[src/rtl/lbp_upd_pkg.sv]
// lbp_upd_pkg: shared widths, in-flight entry type and pointer helpers for lbp_update_ctrl.
package lbp_upd_pkg;

    localparam int unsigned VLEN     = 64;
    localparam int unsigned IDX_BITS = 7;
    localparam int unsigned DEPTH    = 8;
    localparam int unsigned PTR_W    = $clog2(DEPTH) + 1;

    typedef logic [PTR_W-1:0] ptr_t;

    typedef struct packed {
        logic [VLEN-1:0]     pc;
        logic                pred_taken;
        logic                pred_valid;
        logic [IDX_BITS-1:0] index;
    } lbp_upd_entry_t;

    // Pointers carry one extra wrap bit: same slot with different laps means full.
    function automatic logic ptr_full(ptr_t wr, ptr_t rd);
        return (wr[PTR_W-1] != rd[PTR_W-1]) && (wr[PTR_W-2:0] == rd[PTR_W-2:0]);
    endfunction

    function automatic logic ptr_empty(ptr_t wr, ptr_t rd);
        return wr == rd;
    endfunction

endpackage

[src/rtl/lbp_update_ctrl_if.sv]
// lbp_update_ctrl_if: record/resolve/update bundle of lbp_update_ctrl.
//   slave  : the controller (takes rec_*/res_*, drives rec_ready, upd_*, mispredict, underflow, count)
//   master : frontend + branch unit side
//   pc_mismatch exists only when LBP_UPD_PC_CHECK_EN is defined.
interface lbp_update_ctrl_if;
    import lbp_upd_pkg::*;

    logic                rec_valid;
    logic                rec_ready;
    logic [VLEN-1:0]     rec_pc;
    logic                rec_pred_taken;
    logic                rec_pred_valid;
    logic [IDX_BITS-1:0] rec_index;
    logic                res_valid;
    logic [VLEN-1:0]     res_pc;
    logic                res_taken;
    logic                upd_valid;
    logic [VLEN-1:0]     upd_pc;
    logic                upd_taken;
    logic [IDX_BITS-1:0] upd_index;
    logic                mispredict;
    logic                underflow;
    logic [PTR_W-1:0]    count;
`ifdef LBP_UPD_PC_CHECK_EN
    logic                pc_mismatch;

    modport slave (
        input  rec_valid, rec_pc, rec_pred_taken, rec_pred_valid, rec_index,
        input  res_valid, res_pc, res_taken,
        output rec_ready, upd_valid, upd_pc, upd_taken, upd_index,
        output mispredict, underflow, count, pc_mismatch
    );

    modport master (
        output rec_valid, rec_pc, rec_pred_taken, rec_pred_valid, rec_index,
        output res_valid, res_pc, res_taken,
        input  rec_ready, upd_valid, upd_pc, upd_taken, upd_index,
        input  mispredict, underflow, count, pc_mismatch
    );
`else
    modport slave (
        input  rec_valid, rec_pc, rec_pred_taken, rec_pred_valid, rec_index,
        input  res_valid, res_pc, res_taken,
        output rec_ready, upd_valid, upd_pc, upd_taken, upd_index,
        output mispredict, underflow, count
    );

    modport master (
        output rec_valid, rec_pc, rec_pred_taken, rec_pred_valid, rec_index,
        output res_valid, res_pc, res_taken,
        input  rec_ready, upd_valid, upd_pc, upd_taken, upd_index,
        input  mispredict, underflow, count
    );
`endif

endinterface

[src/rtl/lbp_upd_fifo.sv]
// lbp_upd_fifo: in-order store of in-flight branch entries.
//   clk_i, rst_ni (async active-low), flush_i : clear both pointers
//   push_i/wdata_i : append (ignored when full); pop_i : drop head (ignored when empty)
//   rdata_o : head entry; full_o, empty_o, count_o : registered-state status
module lbp_upd_fifo
    import lbp_upd_pkg::*;
(
    input  logic           clk_i,
    input  logic           rst_ni,
    input  logic           flush_i,
    input  logic           push_i,
    input  logic           pop_i,
    input  lbp_upd_entry_t wdata_i,
    output lbp_upd_entry_t rdata_o,
    output logic           full_o,
    output logic           empty_o,
    output ptr_t           count_o
);

    lbp_upd_entry_t mem [DEPTH];
    ptr_t           wr_ptr;
    ptr_t           rd_ptr;
    logic           wr_en;
    logic           rd_en;

    assign full_o  = ptr_full(wr_ptr, rd_ptr);
    assign empty_o = ptr_empty(wr_ptr, rd_ptr);
    assign count_o = wr_ptr - rd_ptr;
    assign rdata_o = mem[rd_ptr[PTR_W-2:0]];
    assign wr_en   = push_i && !full_o && !flush_i;
    assign rd_en   = pop_i && !empty_o && !flush_i;

    always_ff @(posedge clk_i or negedge rst_ni) begin
        if (!rst_ni) begin
            wr_ptr <= '0;
            rd_ptr <= '0;
        end else if (flush_i) begin
            wr_ptr <= '0;
            rd_ptr <= '0;
        end else begin
            if (wr_en) wr_ptr <= wr_ptr + ptr_t'(1);
            if (rd_en) rd_ptr <= rd_ptr + ptr_t'(1);
        end
    end

    always_ff @(posedge clk_i) begin
        if (wr_en) mem[wr_ptr[PTR_W-2:0]] <= wdata_i;
    end

endmodule

[src/rtl/lbp_update_ctrl.sv]
// lbp_update_ctrl: holds lbp prediction metadata per in-flight branch and drives bht updates on resolve.
//   clk_i, rst_ni (async active-low), flush_i (squash all), debug_mode_i (mask upd_valid)
//   bus (lbp_update_ctrl_if.slave) : record, resolve, update, mispredict/underflow pulses, count
//   Optional LBP_UPD_PC_CHECK_EN: resolve PC is checked against the stored PC; a mismatch
//   pops the entry silently and pulses bus.pc_mismatch.
module lbp_update_ctrl
    import lbp_upd_pkg::*;
(
    input  logic               clk_i,
    input  logic               rst_ni,
    input  logic               flush_i,
    input  logic               debug_mode_i,
    lbp_update_ctrl_if.slave   bus
);

    lbp_upd_entry_t head;
    lbp_upd_entry_t rec_entry;
    logic           full;
    logic           empty;
    logic           pop;
    logic           pc_bad;
    logic           dir_wrong;

    assign rec_entry = '{pc: bus.rec_pc, pred_taken: bus.rec_pred_taken,
                         pred_valid: bus.rec_pred_valid, index: bus.rec_index};

    lbp_upd_fifo u_fifo (
        .clk_i   (clk_i),
        .rst_ni  (rst_ni),
        .flush_i (flush_i),
        .push_i  (bus.rec_valid),
        .pop_i   (bus.res_valid),
        .wdata_i (rec_entry),
        .rdata_o (head),
        .full_o  (full),
        .empty_o (empty),
        .count_o (bus.count)
    );

    assign bus.rec_ready = !full;
    assign pop           = bus.res_valid && !empty && !flush_i;
    assign dir_wrong     = head.pred_valid && (head.pred_taken != bus.res_taken);

`ifdef LBP_UPD_PC_CHECK_EN
    assign pc_bad = bus.res_pc != head.pc;
`else
    assign pc_bad = 1'b0;
`endif

    always_ff @(posedge clk_i or negedge rst_ni) begin
        if (!rst_ni) begin
            bus.upd_valid   <= 1'b0;
            bus.upd_pc      <= '0;
            bus.upd_taken   <= 1'b0;
            bus.upd_index   <= '0;
            bus.mispredict  <= 1'b0;
            bus.underflow   <= 1'b0;
`ifdef LBP_UPD_PC_CHECK_EN
            bus.pc_mismatch <= 1'b0;
`endif
        end else begin
            bus.upd_valid   <= pop && !pc_bad && !debug_mode_i;
            bus.mispredict  <= pop && !pc_bad && dir_wrong;
            bus.underflow   <= bus.res_valid && empty && !flush_i;
`ifdef LBP_UPD_PC_CHECK_EN
            bus.pc_mismatch <= pop && pc_bad;
`endif
            if (pop) begin
                bus.upd_pc    <= head.pc;
                bus.upd_index <= head.index;
                bus.upd_taken <= bus.res_taken;
            end
        end
    end

endmodule

[src/flat_wrapper.sv]
// flat-port wrapper written by rule: the top's interface ports become plain ports
module lbp_update_ctrl_flat import lbp_upd_pkg::*;
  (clk_i, rst_ni, flush_i, debug_mode_i, bus_rec_valid, bus_rec_pc, bus_rec_pred_taken, bus_rec_pred_valid, bus_rec_index, bus_res_valid, bus_res_pc, bus_res_taken, bus_rec_ready, bus_upd_valid, bus_upd_pc, bus_upd_taken, bus_upd_index, bus_mispredict, bus_underflow, bus_count);
  lbp_update_ctrl_if bus_i ();
  input  logic clk_i;
  input  logic rst_ni;
  input  logic flush_i;
  input  logic debug_mode_i;
  input wire logic [$bits(bus_i.rec_valid)-1:0] bus_rec_valid;
  input wire logic [$bits(bus_i.rec_pc)-1:0] bus_rec_pc;
  input wire logic [$bits(bus_i.rec_pred_taken)-1:0] bus_rec_pred_taken;
  input wire logic [$bits(bus_i.rec_pred_valid)-1:0] bus_rec_pred_valid;
  input wire logic [$bits(bus_i.rec_index)-1:0] bus_rec_index;
  input wire logic [$bits(bus_i.res_valid)-1:0] bus_res_valid;
  input wire logic [$bits(bus_i.res_pc)-1:0] bus_res_pc;
  input wire logic [$bits(bus_i.res_taken)-1:0] bus_res_taken;
  output wire logic [$bits(bus_i.rec_ready)-1:0] bus_rec_ready;
  output wire logic [$bits(bus_i.upd_valid)-1:0] bus_upd_valid;
  output wire logic [$bits(bus_i.upd_pc)-1:0] bus_upd_pc;
  output wire logic [$bits(bus_i.upd_taken)-1:0] bus_upd_taken;
  output wire logic [$bits(bus_i.upd_index)-1:0] bus_upd_index;
  output wire logic [$bits(bus_i.mispredict)-1:0] bus_mispredict;
  output wire logic [$bits(bus_i.underflow)-1:0] bus_underflow;
  output wire logic [$bits(bus_i.count)-1:0] bus_count;
  assign bus_i.rec_valid = bus_rec_valid;
  assign bus_i.rec_pc = bus_rec_pc;
  assign bus_i.rec_pred_taken = bus_rec_pred_taken;
  assign bus_i.rec_pred_valid = bus_rec_pred_valid;
  assign bus_i.rec_index = bus_rec_index;
  assign bus_i.res_valid = bus_res_valid;
  assign bus_i.res_pc = bus_res_pc;
  assign bus_i.res_taken = bus_res_taken;
  assign bus_rec_ready = bus_i.rec_ready;
  assign bus_upd_valid = bus_i.upd_valid;
  assign bus_upd_pc = bus_i.upd_pc;
  assign bus_upd_taken = bus_i.upd_taken;
  assign bus_upd_index = bus_i.upd_index;
  assign bus_mispredict = bus_i.mispredict;
  assign bus_underflow = bus_i.underflow;
  assign bus_count = bus_i.count;
  lbp_update_ctrl u_core (.clk_i(clk_i), .rst_ni(rst_ni), .flush_i(flush_i), .debug_mode_i(debug_mode_i), .bus(bus_i));
endmodule
[config.mk]
export PLATFORM = sky130hd
export DESIGN_NAME = lbp_update_ctrl_flat
export DESIGN_NICKNAME = d
export VERILOG_FILES = /design/src/rtl/lbp_upd_pkg.sv /design/src/rtl/lbp_update_ctrl_if.sv /design/src/rtl/lbp_upd_fifo.sv /design/src/rtl/lbp_update_ctrl.sv /design/src/flat_wrapper.sv
export SDC_FILE = /design/constraint.sdc
export NUM_CORES = 1
export LEC_CHECK = 0
export CORE_MARGIN = 5
export CORE_UTILIZATION = 40
export CTS_BUF_LIST = sky130_fd_sc_hd__clkbuf_2 sky130_fd_sc_hd__clkbuf_4 sky130_fd_sc_hd__clkbuf_8
export CTS_CLUSTER_SIZE = 14
export DETAILED_ROUTE_END_ITERATION = 10
export GPL_ROUTABILITY_DRIVEN = 0
export MAX_ROUTING_LAYER = met4
export PLACE_DENSITY = 0.68
export REMOVE_ABC_BUFFERS = 1
export SKIP_CTS_REPAIR_TIMING = 1
export SLEW_MARGIN = 20
export SYNTH_ARGS = -nofsm -noshare
export SYNTH_HDL_FRONTEND = slang
export SYNTH_HIERARCHICAL = 1
export SYNTH_SLANG_ARGS = --single-unit
[constraint.sdc]
create_clock -name clk_i -period 10.3 [get_ports clk_i]
set_input_delay 1.545 -clock clk_i [delete_from_list [all_inputs] [get_ports clk_i]]
set_output_delay 1.545 -clock clk_i [all_outputs]
set_load 0.02 [all_outputs]
==> impl_results.md <==
* Vias in the first global route at around 13000
* Register bit total from synthesis at roughly 670
* Count of input and output buffers at 159
* Yosys warns at 6
* Pwr dens at 226 nW/um^2
* Syn Std Cell Area at 25400 um^2
* Worst Path Buf+Inv at 3
* Slowest cell delay on critical path at 0.88 ns
* Synth area leader: edfxtp_1
* Post-detail-place hpwl at around 27 mm
* Critical path class: flop to output port
* Clk root buf: clkbuf_8
* Die Span X at 262 um
* Fmax at 0.181 GHz
* Die height at 262 um
* CTS Buf Count at between 100 and 150
* Wirelength per Cell at 21.9 um
* Non-Filler Instances at 2414
* Post-layout util at 48.1%
* Via count at approximately 12000
* Top Family by Delay on Critical Path: buffers and inverters
* Worst r2r path cells at 8
* Critical Path, Cell by Cell: buf_4 -> inv_1 -> ha_1 -> a21o_1 -> a21oi_1 -> xnor2_1 -> clkdlybuf4s50_1
* Maximum VDD drop at 0.157 mV
* RSZ-0062 raised after global routing: no
* Worst Setup Start Kind: flop
* Register area share after synthesis at 77.2%
* Reg-to-Reg End: u_core/u_fifo/mem[5][48]
* Drt first pass iters at 5
* CTS sink count at 667
* Worst path required time at 8.76 ns
* Endpoints failing setup at 0
* Residual DRC at 0
* Worst setup startpoint: u_core/u_fifo/rd_ptr[1]
* CTS H-Tree Depth at 3
* Core area at 63000 um^2
* First-pass GRT wire length at 79.6 mm
* Most frequent cell after synthesis: edfxtp_1
* Synth Flop Type: edfxtp_1
* Clock-pin transition on the worst setup and hold timing paths at 0.05 ns
* Reg2Reg Setup Slack at 5.63 ns
* Routed vias/inst at 5.02
* Initial antenna violation count at 8
* CP endpoint kind: output port
* Post-synth top cells: edfxtp_1 (584), nand2_1 (222), mux4_2 (146)
* DRT iter0 DRCs at 758
* Final Slew Violations at 0
* Final hold viol count at 0
* Synth Instances at about 1200
* Actual slew at the worst max-slew pin at 0.959 ns
* Largest net degree at the start of global routing at 57
* Worst EP arrival at 3.99 ns
* CTS tree: yes
* Die Area at 68700 um^2
* Worst setup path end: bus_count[3]
* Max-cap check violation count at 0
* Initial cell density of the core at about two fifths
* Rows at 92
* Syn avg cell area at 20.7 um^2
* Fill cell count at 5156
* Synth cell types at 34
* # IOs at 224
* Clock latency on the worst-skew pair at 0.71 ns
* Leak at about 10 nW
* Routed wire length at ~53 mm
* Worst-path maximum fanout at 56
* Tmin final at 5.53 ns
* Post-synth EDFFs at approximately 580
* Synth area leaders: edfxtp_1 (69%), mux4_2 (13%), dfrtp_1 (8.2%)
* Fin Setup TNS at 0 ns
* Post-DRT Antenna Nets at 0
* HP Class: flop to flop
* Reg2reg start: u_core/u_fifo/rd_ptr[1]
* Layout Nets at 1616
* Congestion Overflow GR at 0
* Clock skew at 0.0375 ns
* Worst rel slew slack at 36.0%
* Post-synth top area share at 69.0%
* Total Routing Usage GR at between 10% and 20%
* Layout area overhead at 19.2%
* Slowest CP cell: dfrtp_4
* Layout cells sized above 1 at between 20% and 30%
* Outcome: complete, no violations
* Fin crit share at between 50% and 60%
* Clock Path Buffers at 3
* Placed insts at 2202
* Cell count along the critical path at 7
* Async set-reset flop share out of synthesis at about 12%
## area by class of cell
cell class | instances | area, um^2 | share of cell area [%]
Antenna cell | 8 | 20.0 | 0.0661
Clock buffer | 168 | 2080 | 6.87
Clock inverter | 36 | 277 | 0.913
Inverter | 9 | 35.0 | 0.116
Multi-Input combinational cell | 495 | 5400 | 17.8
Sequential cell | 667 | 19600 | 64.8
Tap cell | 846 | 1060 | 3.50
Timing Repair Buffer | 185 | 1790 | 5.90
## cell usage in the layout, fill, tap and decap left out, types with 12 or more instances in the layout
master / count
mux2_2: 14
edfxtp_1: 584
mux4_2: 146
nand2_1: 222
buf_4: 26
clkdlybuf4s50_1: 158
clkbuf_4: 37
nor2_1: 12
mux2_1: 58
clkinv_2: 15
dfrtp_1: 80
clkbuf_8: 131
## where the power goes
| group | switching (W) | internal (W) | leakage (nW) | total [W] |
|---|---|---|---|---|
| registers | 0.000104 | 0.00313 | 6.27 | 0.00323 |
| logic | 0.000595 | 0.000644 | 2.62 | 0.00124 |
| clock network | 0.00102 | 0.00137 | 1.25 | 0.00238 |
## state kept, by name (all words and copies together) (netlist names)
name and flops:
u_core/bus.upd_valid 1, u_core/bus.upd_taken 1, u_core/bus.upd_index 7, u_core/u_fifo/wr_ptr 4, u_core/u_fifo/mem 584, u_core/bus.upd_pc 64, u_core/bus.mispredict 1, u_core/bus.underflow 1
u_core/u_fifo/rd_ptr 4
## worst min-delay path by stage
stage / startpoint / endpoint / cells after the start
2_1_floorplan: u_core/u_fifo/wr_ptr[3] / u_core/u_fifo/wr_ptr[3] / 2
4_1_cts: u_core/bus.upd_pc[3] / u_core/bus.upd_pc[3] / 1
6_report: u_core/bus.upd_pc[18] / u_core/bus.upd_pc[18] / 1
3_3_place_gp: u_core/bus.upd_pc[25] / u_core/bus.upd_pc[25] / 1
5_1_grt: u_core/bus.upd_pc[3] / u_core/bus.upd_pc[3] / 1
3_5_place_dp: u_core/bus.upd_pc[3] / u_core/bus.upd_pc[3] / 1
## per-layer routing
metal  vias up  track usage, %  share of wire [%]
met5         -               -                  0
met4         0            4.24                1.4
met3        56            4.14                5.9
met2       296            25.3                 49
met1      6402            21.2                 44
li1       5360               -                  -
## per-stage QoR
stage | area [um^2] | hold slack [ns] | setup slack [ns] | total power, W
2_1_floorplan | 25000 | 0.594 | -4.62 | 0.00411
3_3_place_gp | 27900 | 0.465 | 5.47 | 0.00454
3_5_place_dp | 27900 | 0.474 | 5.44 | 0.00456
4_1_cts | 30300 | 0.486 | 4.66 | 0.00697
5_1_grt | 30300 | 0.493 | 4.55 | 0.00720
6_report | 30300 | 0.480 | 4.77 | 0.00686
## logic make-up (layout without fill, tap and decap cells)
kind of cell	Yosys count	in the layout	share of synthesized area, %
xor gates and xnor gates	11	11	0.409
and+or+nand+nor	250	250	3.86
DFF	667	667	77.2
adders and majority gates	6	6	0.325
buffers and inverters	68	398	1.78
other	0	8	0
muxes	220	220	16.2
AOI/OAI and AO/OA	8	8	0.231
(Power assumes the default switching activity.)
